File: config.mk
export PLATFORM = sky130hd
export DESIGN_NAME = calc_sequencer
export DESIGN_NICKNAME = d
export VERILOG_FILES = /design/src/rtl/calc_sequencer.sv
export SDC_FILE = /design/constraint.sdc
export NUM_CORES = 1
export LEC_CHECK = 0
export CAP_MARGIN = 30
export CORE_ASPECT_RATIO = 0.8
export CORE_MARGIN = 1
export CORE_UTILIZATION = 63
export CTS_BUF_LIST = sky130_fd_sc_hd__clkbuf_8
export DETAILED_ROUTE_END_ITERATION = 8
export HOLD_SLACK_MARGIN = 0.05
export PLACE_DENSITY = 0.84
export SKIP_LAST_GASP = 1
export SLEW_MARGIN = 5
export SYNTH_ARGS = -nofsm -noshare
export SYNTH_HDL_FRONTEND = slang
export SYNTH_SLANG_ARGS = --single-unit
export TNS_END_PERCENT = 5
File: constraint.sdc
create_clock -name clock -period 7.7 [get_ports clock]
set_input_delay 1.155 -clock clock [delete_from_list [all_inputs] [get_ports clock]]
set_output_delay 1.155 -clock clock [all_outputs]
set_load 0.01 [all_outputs]
File: src/rtl/calc_sequencer.sv
// Keypad calculator sequencer: operand entry, add/subtract, double-dabble BCD display.
// Define CALC_MUL_EN to enable keycode C as multiply.
module calc_sequencer #(
    parameter int OPW = 10
) (
    input  logic       clock,
    input  logic       reset,
    input  logic [3:0] keycode,
    input  logic       keystrobe,
    output logic [3:0] bcd1,
    output logic [3:0] bcd10,
    output logic [3:0] bcd100,
    output logic       neg,
    output logic       err,
    output logic       busy,
    output logic [2:0] state
);
    typedef enum logic [2:0] {
        ENTER_A = 3'd0,
        ENTER_B = 3'd1,
        COMPUTE = 3'd2,
        CONVERT = 3'd3,
        SHOW    = 3'd4,
        ERROR   = 3'd5
    } state_t;

    typedef enum logic [1:0] {
        OP_ADD = 2'd0,
        OP_SUB = 2'd1,
        OP_MUL = 2'd2
    } op_t;

    localparam int CW   = OPW + 12;
    localparam int CNTW = $clog2(OPW + 1);
    localparam int RW   = 2 * OPW;
    localparam logic [OPW-1:0]  LIM_ENTRY = OPW'(99);
    localparam logic [OPW-1:0]  TEN       = OPW'(10);
    localparam logic [RW-1:0]   RES_MAX   = RW'(999);
    localparam logic [CNTW-1:0] CNT_LAST  = CNTW'(OPW - 1);

    // One double-dabble iteration: adjust each BCD nibble >= 5, then shift left.
    function automatic logic [CW-1:0] dabble_step(input logic [CW-1:0] v);
        logic [CW-1:0] t;
        t = v;
        for (int i = 0; i < 3; i++) begin
            if (t[OPW + 4*i +: 4] >= 4'd5) begin
                t[OPW + 4*i +: 4] = t[OPW + 4*i +: 4] + 4'd3;
            end else begin
                t[OPW + 4*i +: 4] = t[OPW + 4*i +: 4];
            end
        end
        return {t[CW-2:0], 1'b0};
    endfunction

    state_t          state_r, state_n;
    op_t             op_r, op_n, key_opc_s;
    logic [OPW-1:0]  a_r, a_n, b_r, b_n, res_r, res_n, digit_ext_s;
    logic [CW-1:0]   conv_r, conv_n;
    logic [CNTW-1:0] cnt_r, cnt_n;
    logic [3:0]      d1_r, d1_n, d10_r, d10_n, d100_r, d100_n;
    logic            neg_r, neg_n, err_r, err_n, busy_r;
    logic            key_digit_s, key_op_s, key_eq_s, key_clr_s;
    logic [RW-1:0]   a_ext_s, b_ext_s, res_s;
    logic            res_neg_s, res_over_s;

    // Key decode; multiply key is only recognised when the feature is built in.
    always_comb begin
        key_digit_s = keystrobe && (keycode <= 4'd9);
        key_eq_s    = keystrobe && (keycode == 4'hE);
        key_clr_s   = keystrobe && (keycode == 4'hF);
        digit_ext_s = {{(OPW-4){1'b0}}, keycode};
        key_op_s    = 1'b0;
        key_opc_s   = OP_ADD;
        case (keycode)
            4'hA: begin key_op_s = keystrobe; key_opc_s = OP_ADD; end
            4'hB: begin key_op_s = keystrobe; key_opc_s = OP_SUB; end
`ifdef CALC_MUL_EN
            4'hC: begin key_op_s = keystrobe; key_opc_s = OP_MUL; end
`endif
            default: begin key_op_s = 1'b0; key_opc_s = OP_ADD; end
        endcase
    end

    // Arithmetic unit; subtraction yields magnitude plus sign.
    always_comb begin
        a_ext_s   = {{OPW{1'b0}}, a_r};
        b_ext_s   = {{OPW{1'b0}}, b_r};
        res_s     = a_ext_s + b_ext_s;
        res_neg_s = 1'b0;
        case (op_r)
            OP_SUB: begin
                if (a_r >= b_r) begin
                    res_s = a_ext_s - b_ext_s;
                end else begin
                    res_s     = b_ext_s - a_ext_s;
                    res_neg_s = 1'b1;
                end
            end
`ifdef CALC_MUL_EN
            OP_MUL: res_s = a_ext_s * b_ext_s;
`endif
            default: res_s = a_ext_s + b_ext_s;
        endcase
        res_over_s = (res_s > RES_MAX);
    end

    // Next-state and next-datapath logic; clear key overrides everything.
    always_comb begin
        state_n = state_r;
        op_n    = op_r;
        a_n     = a_r;
        b_n     = b_r;
        res_n   = res_r;
        conv_n  = conv_r;
        cnt_n   = cnt_r;
        neg_n   = neg_r;
        err_n   = err_r;
        d1_n    = d1_r;
        d10_n   = d10_r;
        d100_n  = d100_r;
        case (state_r)
            ENTER_A: begin
                if (key_digit_s) begin
                    if (a_r <= LIM_ENTRY) begin
                        a_n    = a_r * TEN + digit_ext_s;
                        d100_n = d10_r;
                        d10_n  = d1_r;
                        d1_n   = keycode;
                    end else begin
                        a_n = a_r;
                    end
                end else if (key_op_s) begin
                    op_n    = key_opc_s;
                    b_n     = {OPW{1'b0}};
                    {d100_n, d10_n, d1_n} = 12'h000;
                    state_n = ENTER_B;
                end else begin
                    state_n = ENTER_A;
                end
            end
            ENTER_B: begin
                if (key_digit_s) begin
                    if (b_r <= LIM_ENTRY) begin
                        b_n    = b_r * TEN + digit_ext_s;
                        d100_n = d10_r;
                        d10_n  = d1_r;
                        d1_n   = keycode;
                    end else begin
                        b_n = b_r;
                    end
                end else if (key_op_s) begin
                    op_n = key_opc_s;
                end else if (key_eq_s) begin
                    state_n = COMPUTE;
                end else begin
                    state_n = ENTER_B;
                end
            end
            COMPUTE: begin
                res_n = res_s[OPW-1:0];
                neg_n = res_neg_s;
                if (res_over_s) begin
                    err_n   = 1'b1;
                    {d100_n, d10_n, d1_n} = 12'hEEE;
                    state_n = ERROR;
                end else begin
                    conv_n  = {12'h000, res_s[OPW-1:0]};
                    cnt_n   = {CNTW{1'b0}};
                    state_n = CONVERT;
                end
            end
            CONVERT: begin
                conv_n = dabble_step(conv_r);
                cnt_n  = cnt_r + 1'b1;
                if (cnt_r == CNT_LAST) begin
                    state_n = SHOW;
                end else begin
                    state_n = CONVERT;
                end
            end
            SHOW: begin
                if (key_digit_s) begin
                    a_n     = digit_ext_s;
                    neg_n   = 1'b0;
                    {d100_n, d10_n, d1_n} = {8'h00, keycode};
                    state_n = ENTER_A;
                end else if (key_op_s && !neg_r) begin
                    a_n     = res_r;
                    op_n    = key_opc_s;
                    b_n     = {OPW{1'b0}};
                    {d100_n, d10_n, d1_n} = 12'h000;
                    state_n = ENTER_B;
                end else begin
                    d1_n   = conv_r[OPW +: 4];
                    d10_n  = conv_r[OPW + 4 +: 4];
                    d100_n = conv_r[OPW + 8 +: 4];
                end
            end
            ERROR: begin
                {d100_n, d10_n, d1_n} = 12'hEEE;
            end
            default: begin
                state_n = ENTER_A;
            end
        endcase
        if (key_clr_s) begin
            state_n = ENTER_A;
            op_n    = OP_ADD;
            a_n     = {OPW{1'b0}};
            b_n     = {OPW{1'b0}};
            conv_n  = {CW{1'b0}};
            neg_n   = 1'b0;
            err_n   = 1'b0;
            {d100_n, d10_n, d1_n} = 12'h000;
        end else begin
            err_n = err_n;
        end
    end

    // State and datapath registers.
    always_ff @(posedge clock or posedge reset) begin
        if (reset) begin
            state_r <= ENTER_A;
            op_r    <= OP_ADD;
            a_r     <= {OPW{1'b0}};
            b_r     <= {OPW{1'b0}};
            res_r   <= {OPW{1'b0}};
            conv_r  <= {CW{1'b0}};
            cnt_r   <= {CNTW{1'b0}};
            neg_r   <= 1'b0;
            err_r   <= 1'b0;
            busy_r  <= 1'b0;
            d1_r    <= 4'h0;
            d10_r   <= 4'h0;
            d100_r  <= 4'h0;
        end else begin
            state_r <= state_n;
            op_r    <= op_n;
            a_r     <= a_n;
            b_r     <= b_n;
            res_r   <= res_n;
            conv_r  <= conv_n;
            cnt_r   <= cnt_n;
            neg_r   <= neg_n;
            err_r   <= err_n;
            busy_r  <= (state_n == COMPUTE) || (state_n == CONVERT);
            d1_r    <= d1_n;
            d10_r   <= d10_n;
            d100_r  <= d100_n;
        end
    end

    assign bcd1   = d1_r;
    assign bcd10  = d10_r;
    assign bcd100 = d100_r;
    assign neg    = neg_r;
    assign err    = err_r;
    assign busy   = busy_r;
    assign state  = state_r;

endmodule

==> impl_metrics.json, run 1 <==
{
  "status": "completed",
  "fin_crit_sh": 0.606,
  "critPathLaunchType": "input port",
  "dp_slack_ns": 2.77,
  "endpoint_kind": "flip-flop",
  "yosys-top-cells-area": "dfrtp_1, ha_1, a21oi_1",
  "vdd_drop_max_mv": 0.392,
  "fin_util": 0.702,
  "critPathMaxFanout": 23,
  "synth_area_leader_cell": "dfrtp_1",
  "slew_violations": 0,
  "critPathSlowestCell": "clkdlybuf4s50_1",
  "timing.rr.end": "conv_r[9]",
  "dp_cells": 933,
  "post_cts_buffers": 0,
  "critical_path_class": "input port to flip-flop",
  "synthToLayoutAreaGrowth_pct": 8.40,
  "overflow": 0,
  "nNetsFinal": 887,
  "synth_fp_nets": 879,
  "hold_viol": 0,
  "wl_met2_um": 8380,
  "min_path_cells": 2,
  "drc_errors": 0,
  "netlist_area_mm2": 0.00663,
  "post_drt_wl_per_cell_um": 20.5,
  "cts_buffer_depth": 2,
  "core_area_mm2": 0.0102,
  "grt_max_degree": 76,
  "power.density_mw_per_mm2": 512,
  "routed-wl-met3_um": 2320,
  "portBuffers": 24,
  "path_buf_inv": 2,
  "first_iter_violations": 984,
  "path_cells": "clkdlybuf4s50_1 > and3_1 > nand3_1 > nand3_1 > a31oi_1 > a41oi_1 > o21ai_1 > buf_4 > nor2_1 > a221o_1 > a311o_1",
  "max_slew_margin": 0.385,
  "numCtsBuffers": 9,
  "antenna_found_initial": 1,
  "yosysSeqAreaShare": 0.283,
  "die_x_um": 117,
  "ctsHoldBuffers": 0,
  "fillers": 841,
  "cts_sinks": 75,
  "ys_ff_latch": 75,
  "yosysTopAreaCellShare": 0.283,
  "r2r_cells": 13,
  "rsz0062_at_grt": "false",
  "setup_violations": 0,
  "num_vias": 6423,
  "antenna_cells": 0,
  "p_leak_nw": 3.23,
  "clkSlewWorstSetupHoldPaths_ns": 0.08,
  "wl_met1_um": 8440,
  "worstReg2RegStart": "a_r[4]",
  "die_y_um": 93.8,
  "synth_edf_count": 0,
  "fin_ws_ns": 3.03,
  "stdcell_count": 951,
  "cts-root-buf": "clkbuf_8",
  "ctsResizeCount": 0,
  "clk-insertion-delay-late_ns": 0.36,
  "dieArea_mm2": 0.0109,
  "placementRows": 33,
  "start_util": 0.648,
  "drt-pass1-iter-count": 6,
  "synth_cell_types": 75,
  "hp-start": "res_r[0]",
  "track_usage": 0.379,
  "crit_top_cell": "nand3_1",
  "viasPerCell": 6.75,
  "io_pins": 25,
  "cpLargestDelayFamily": "simple AND/OR/NAND/NOR gates",
  "synth_ff_type": "dfrtp_1",
  "hp-class": "flip-flop to flip-flop",
  "r2r_setup_slack_ns": 3.28,
  "gp_congestion": 0.942,
  "routed.top_layer": "met5",
  "netlist_instances": 798,
  "required_ns": 7.99,
  "fin_crit_ns": 4.67,
  "h-tree-depth": 3,
  "syn_avg_cell_area_um2": 8.31,
  "wl_um": 19500,
  "grt_pass1_vias": 6001,
  "fin_skew_ns": 0.0111,
  "synth_async_sr_flop_share": 1.00,
  "cp.arrival_ns": 4.96,
  "ys_warn_count": 0,
  "cts_tree": "built",
  "min_to": "res_r[0]",
  "power_mw": 3.68,
  "drive_gt1_frac": 0.0617,
  "drv_cap": 0,
  "tightest_slew_ns": 0.920,
  "tns_ns": 0,
  "post-dp-hpwl_um": 14400,
  "antenna_left": 0,
  "fmax_mhz": 214,
  "grt_pass1_wl_um": 31600,
  "cpPeakStageDelay_ns": 0.71
}
[area by class of cell]
type | count | area (um2) | area share
clock buffers | 10 | 138 | 0.0191
flip-flops and latches | 75 | 1880 | 0.261
multi-input cells | 625 | 4360 | 0.607
inverters | 59 | 221 | 0.0308
clock inverters | 6 | 56.3 | 0.00783
repair buffers | 36 | 358 | 0.0498
well taps | 140 | 175 | 0.0244
[flip-flops by register name (all words and copies together), names as in the netlist]
signal and flops:
conv_r 22, a_r 10, b_r 10, res_r 10, bcd100 4, bcd10 4
bcd1 4, cnt_r 4, state 3, busy 1, err 1, neg 1
op_r 1
[worst max-delay path by stage]
stage,slack [ns],depth (start not counted),start,endpoint
4_1_cts,3.14,11,keycode[1],bcd1[3]
6_report,3.03,11,keycode[1],bcd1[3]
2_1_floorplan,4.11,13,a_r[1],conv_r[2]
3_3_place_gp,2.96,11,keycode[1],bcd1[3]
5_1_grt,2.70,11,keycode[1],bcd1[3]
3_5_place_dp,2.77,11,keycode[3],bcd1[3]
[stage by stage]
step           cell area (um2)  hold slack, ns
2_1_floorplan             6630           0.446
3_3_place_gp              6950           0.472
3_5_place_dp              6950           0.482
4_1_cts                   7150           0.498
5_1_grt                   7190           0.515
6_report                  7190           0.495
[Yosys cell counts (3+ instances only)]
master and n:
nand3b_1 9, xor2_1 9, inv_1 56, a31oi_1 11, a311o_1 3, a221oi_1 20
mux2i_1 8, o21a_1 7, buf_6 3, nor3b_1 5, a21oi_2 3, nand2_1 66
ha_1 67, a311oi_1 4, nand2b_1 7, xnor2_1 28, o31ai_1 7, nor3_1 13
o22ai_1 3, a21o_1 10, nand3_1 48, a21oi_1 73, nor2_1 54, fa_1 7
dfrtp_1 75, o211ai_1 9, o21bai_1 6, a22oi_1 5, and3_1 15, a221o_1 4
a211oi_1 6, and2_1 3, o21ai_0 48, a22o_1 7, nor2b_1 5, nor4_1 4
or3_1 7, clkbuf_1 29, buf_2 6
[where the power goes]
group / internal, mW / switching [mW] / total [mW]
Clock: 0.156 / 0.152 / 0.307
Sequential: 0.558 / 0.280 / 0.838
Combinational: 1.02 / 1.51 / 2.53
Total: 1.74 / 1.94 / 3.68
[cells in the final DEF, fill, tap and decap left out, drive strengths merged, types with 4 or more instances in the layout]
cell type      netlist  final
a211oi               7      7
a21o                10     10
a21oi               77     77
a221o                4      4
a221oi              20     20
a22o                 7      7
a22oi                5      5
a311oi               4      4
a31oi               12     12
and3                16     16
buf                 10     12
clkbuf              29     10
clkdlybuf4s50        0     24
clkinv               2      5
dfrtp               75     75
fa                   7      7
ha                  67     67
inv                 57     58
mux2i                8      8
nand2               67     67
nand2b               7      7
nand3               48     48
nand3b               9      9
nor2                54     54
nor2b                5      5
nor3                13     13
nor3b                5      5
nor4                 5      5
o211ai               9      9
o21a                 7      7
o21ai               52     52
o21bai               6      6
o31ai                7      7
or3                  7      7
xnor2               28     28
xor2                 9      9
[worst min-delay path, cell delays in order, from the launching register on]
cell and delay [ns]:
dfrtp_1 0.35, nand2_1 0.05, o21ai_0 0.06
[kinds of logic (layout without fill, tap and decap cells)]
family,count (synthesis),in the layout,synth area share
compound gates,256,256,0.262
simple gates,248,248,0.184
buf+inv,98,111,0.0600
flops,75,75,0.283
fa+ha+maj,74,74,0.148
xor+xnor,37,37,0.0489
mux,10,10,0.0155
[per-layer routing]
| metal | GRT usage | vias up |
|---|---|---|
| met5 | 0 | - |
| met4 | 0.0981 | 2 |
| met3 | 0.0974 | 45 |
| met2 | 0.546 | 377 |
| met1 | 0.559 | 3067 |
| li1 | - | 2932 |
Power figures use the tool's default switching activity.
==> run 2, diff against run 1 <==
--- a/config.mk
+++ b/config.mk
@@ -8,11 +8,11 @@
 export CAP_MARGIN = 30
 export CORE_ASPECT_RATIO = 0.8
 export CORE_MARGIN = 1
-export CORE_UTILIZATION = 63
+export CORE_UTILIZATION = 58
 export CTS_BUF_LIST = sky130_fd_sc_hd__clkbuf_8
 export DETAILED_ROUTE_END_ITERATION = 8
 export HOLD_SLACK_MARGIN = 0.05
-export PLACE_DENSITY = 0.84
+export PLACE_DENSITY = 0.81
 export SKIP_LAST_GASP = 1
 export SLEW_MARGIN = 5
 export SYNTH_ARGS = -nofsm -noshare
==> constraint.sdc (replaced) <==
create_clock -name clock -period 4.06 [get_ports clock]
set_input_delay 0.609 -clock clock [delete_from_list [all_inputs] [get_ports clock]]
set_output_delay 0.609 -clock clock [all_outputs]
set_load 0.01 [all_outputs]
==> run 2 against run 1 <==
Hold slack worse by 0.055 ns; clock skew up 0.0017 ns; wire length up 1.0%; power up 96%; combinational power up 100%; largest cell class unchanged.
==> impl_metrics.json, run 2 (synthesis gave the netlist of run 1 again) <==
{
  "max_slew_margin": 0.353,
  "gp_congestion": 0.955,
  "seqPwrFrac": 0.202,
  "cts-root-buf": "clkbuf_8",
  "largest-register": "conv_r",
  "die_x_um": 122,
  "first_iter_violations": 917,
  "clockPowerShare": 0.084,
  "critical_path_class": "flip-flop to flip-flop",
  "grt_pass1_vias": 5970,
  "crit_path_start": "b_r[6]",
  "post_drt_wl_per_cell_um": 20.1,
  "wl_um": 19700,
  "path_cells": "ha_2 > nand2_1 > o21ai_2 > o2111ai_2 > a21oi_2 > nor3b_1 > o32a_1 > or4_4 > o21ai_2 > buf_4 > buf_4 > nand3_1 > a21oi_1",
  "status": "completed",
  "track_usage": 0.350,
  "fin_crit_sh": 0.939,
  "largest_reg_flops": 22,
  "critPathMaxFanout": 12,
  "clkSlewWorstSetupHoldPaths_ns": 0.08,
  "dp_cells": 963,
  "drt-pass1-iter-count": 6,
  "dieArea_mm2": 0.0119,
  "worstReg2RegStart": "b_r[6]",
  "die_y_um": 97.6,
  "busiest_layer": "met1",
  "antenna_found_initial": 0,
  "nNetsFinal": 914,
  "fmax_mhz": 262,
  "hold_viol": 0,
  "required_ns": 4.35,
  "met1_usage": 0.538,
  "cts_buffer_depth": 2,
  "critPathSlowestCell": "or4_4",
  "grt_max_degree": 53,
  "intPower_mw": 3.52,
  "antenna_left": 0,
  "critPathLaunchType": "flip-flop",
  "swShare": 0.512,
  "power.density_mw_per_mm2": 968,
  "mostFrequentLayoutCells": "a21oi_1, dfrtp_1, nand2_1",
  "drive_gt1_frac": 0.109,
  "portBuffers": 24,
  "numCtsBuffers": 9,
  "tns_ns": 0,
  "ctsHoldBuffers": 0,
  "antenna_cells": 0,
  "setup_violations": 0,
  "core_area_mm2": 0.0110,
  "grt_pass1_wl_um": 31900,
  "num_vias": 6493,
  "r2r_setup_slack_ns": 0.25,
  "h-tree-depth": 3,
  "fin_crit_ns": 3.81,
  "placementRows": 34,
  "cts_sinks": 75,
  "io_pins": 25,
  "cpLargestDelayFamily": "compound AO/OA/AOI/OAI gates",
  "start_util": 0.602,
  "synthToLayoutAreaGrowth_pct": 12.3,
  "rsz0062_at_grt": "false",
  "fillers": 893,
  "hp-class": "input port to asynchronous set/reset pin",
  "dp_slack_ns": -0.0402,
  "clk-insertion-delay-late_ns": 0.36,
  "slew_violations": 0,
  "r2r_cells": 13,
  "overflow": 0,
  "stdcell_count": 982,
  "cpPeakStageDelay_ns": 0.57,
  "p_leak_nw": 3.36,
  "fin_ws_ns": 0.247,
  "endpoint_kind": "flip-flop",
  "path_buf_inv": 2,
  "vdd_drop_max_mv": 0.578,
  "drc_errors": 0,
  "post-dp-hpwl_um": 15200,
  "cp.arrival_ns": 4.10,
  "cts_tree": "built",
  "use_met3": 0.0687,
  "power_switching_mw": 3.69,
  "timing.rr.end": "conv_r[15]",
  "fin_skew_ns": 0.0127,
  "grtUsageMet2": 0.490,
  "p_comb_frac": 0.713,
  "viasPerCell": 6.61,
  "drv_cap": 0,
  "tightest_slew_ns": 0.968
}
-- run 2: cell count changes in the layout (fill, tap and decap cells not counted), moves of 4 or more --
cell / delta
buf_4: +28
dfrtp_1: -4
ha_1: -5
ha_2: +4
dfrtp_2: +4
-- run 2: worst max path at each step --
stage | to | cells past startpoint
after floorplan | conv_r[2] | 13
after global placement | conv_r[11] | 14
after detailed placement | conv_r[10] | 14
after CTS | conv_r[15] | 13
after global routing | conv_r[10] | 14
final | conv_r[15] | 13
-- run 2: area by class of cell --
class                      instances  area, um2  share of cell area
timing repair buffer              63        553              0.0742
clock buffer                      11        151              0.0203
sequential                        75       1880               0.253
inverter                          59        223              0.0299
multi-input combinational        625       4410               0.592
tap                              144        180              0.0242
clock inverter                     5       52.6             0.00705
-- run 2: metrics by stage --
stage               hold slack (ns)   util  area [um2]  total power [mW]
global route                  0.444  0.676        7450              7.78
global placement              0.474  0.649        7150              6.25
CTS                           0.495  0.668        7360              7.00
floorplan                     0.446      -        6630              4.89
detailed placement            0.479  0.649        7150              6.38
finish                        0.440  0.676        7450              7.21
-- run 2: power groups by stage --
stage               clock (mW)  combinational [mW]  sequential, mW
finish                   0.607                5.14            1.46
global route             0.642                5.64            1.50
CTS                      0.613                4.94            1.44
detailed placement           0                4.92            1.45
global placement             0                4.82            1.44
floorplan                    0                3.51            1.38
-- run 2: what timing repair did --
| action | in CTS | in global routing |
|---|---|---|
| endpoints found under the setup margin | 11 | 29 |
| resized for setup | 1 | 15 |
| setup buffers | 0 | 2 |
-- run 2: layer usage --
metal  up-vias  wire [um]
li1       2981          -
met1      3121       8880
met2       359       8450
met3        32       2080
met4         0        322
met5         -          0
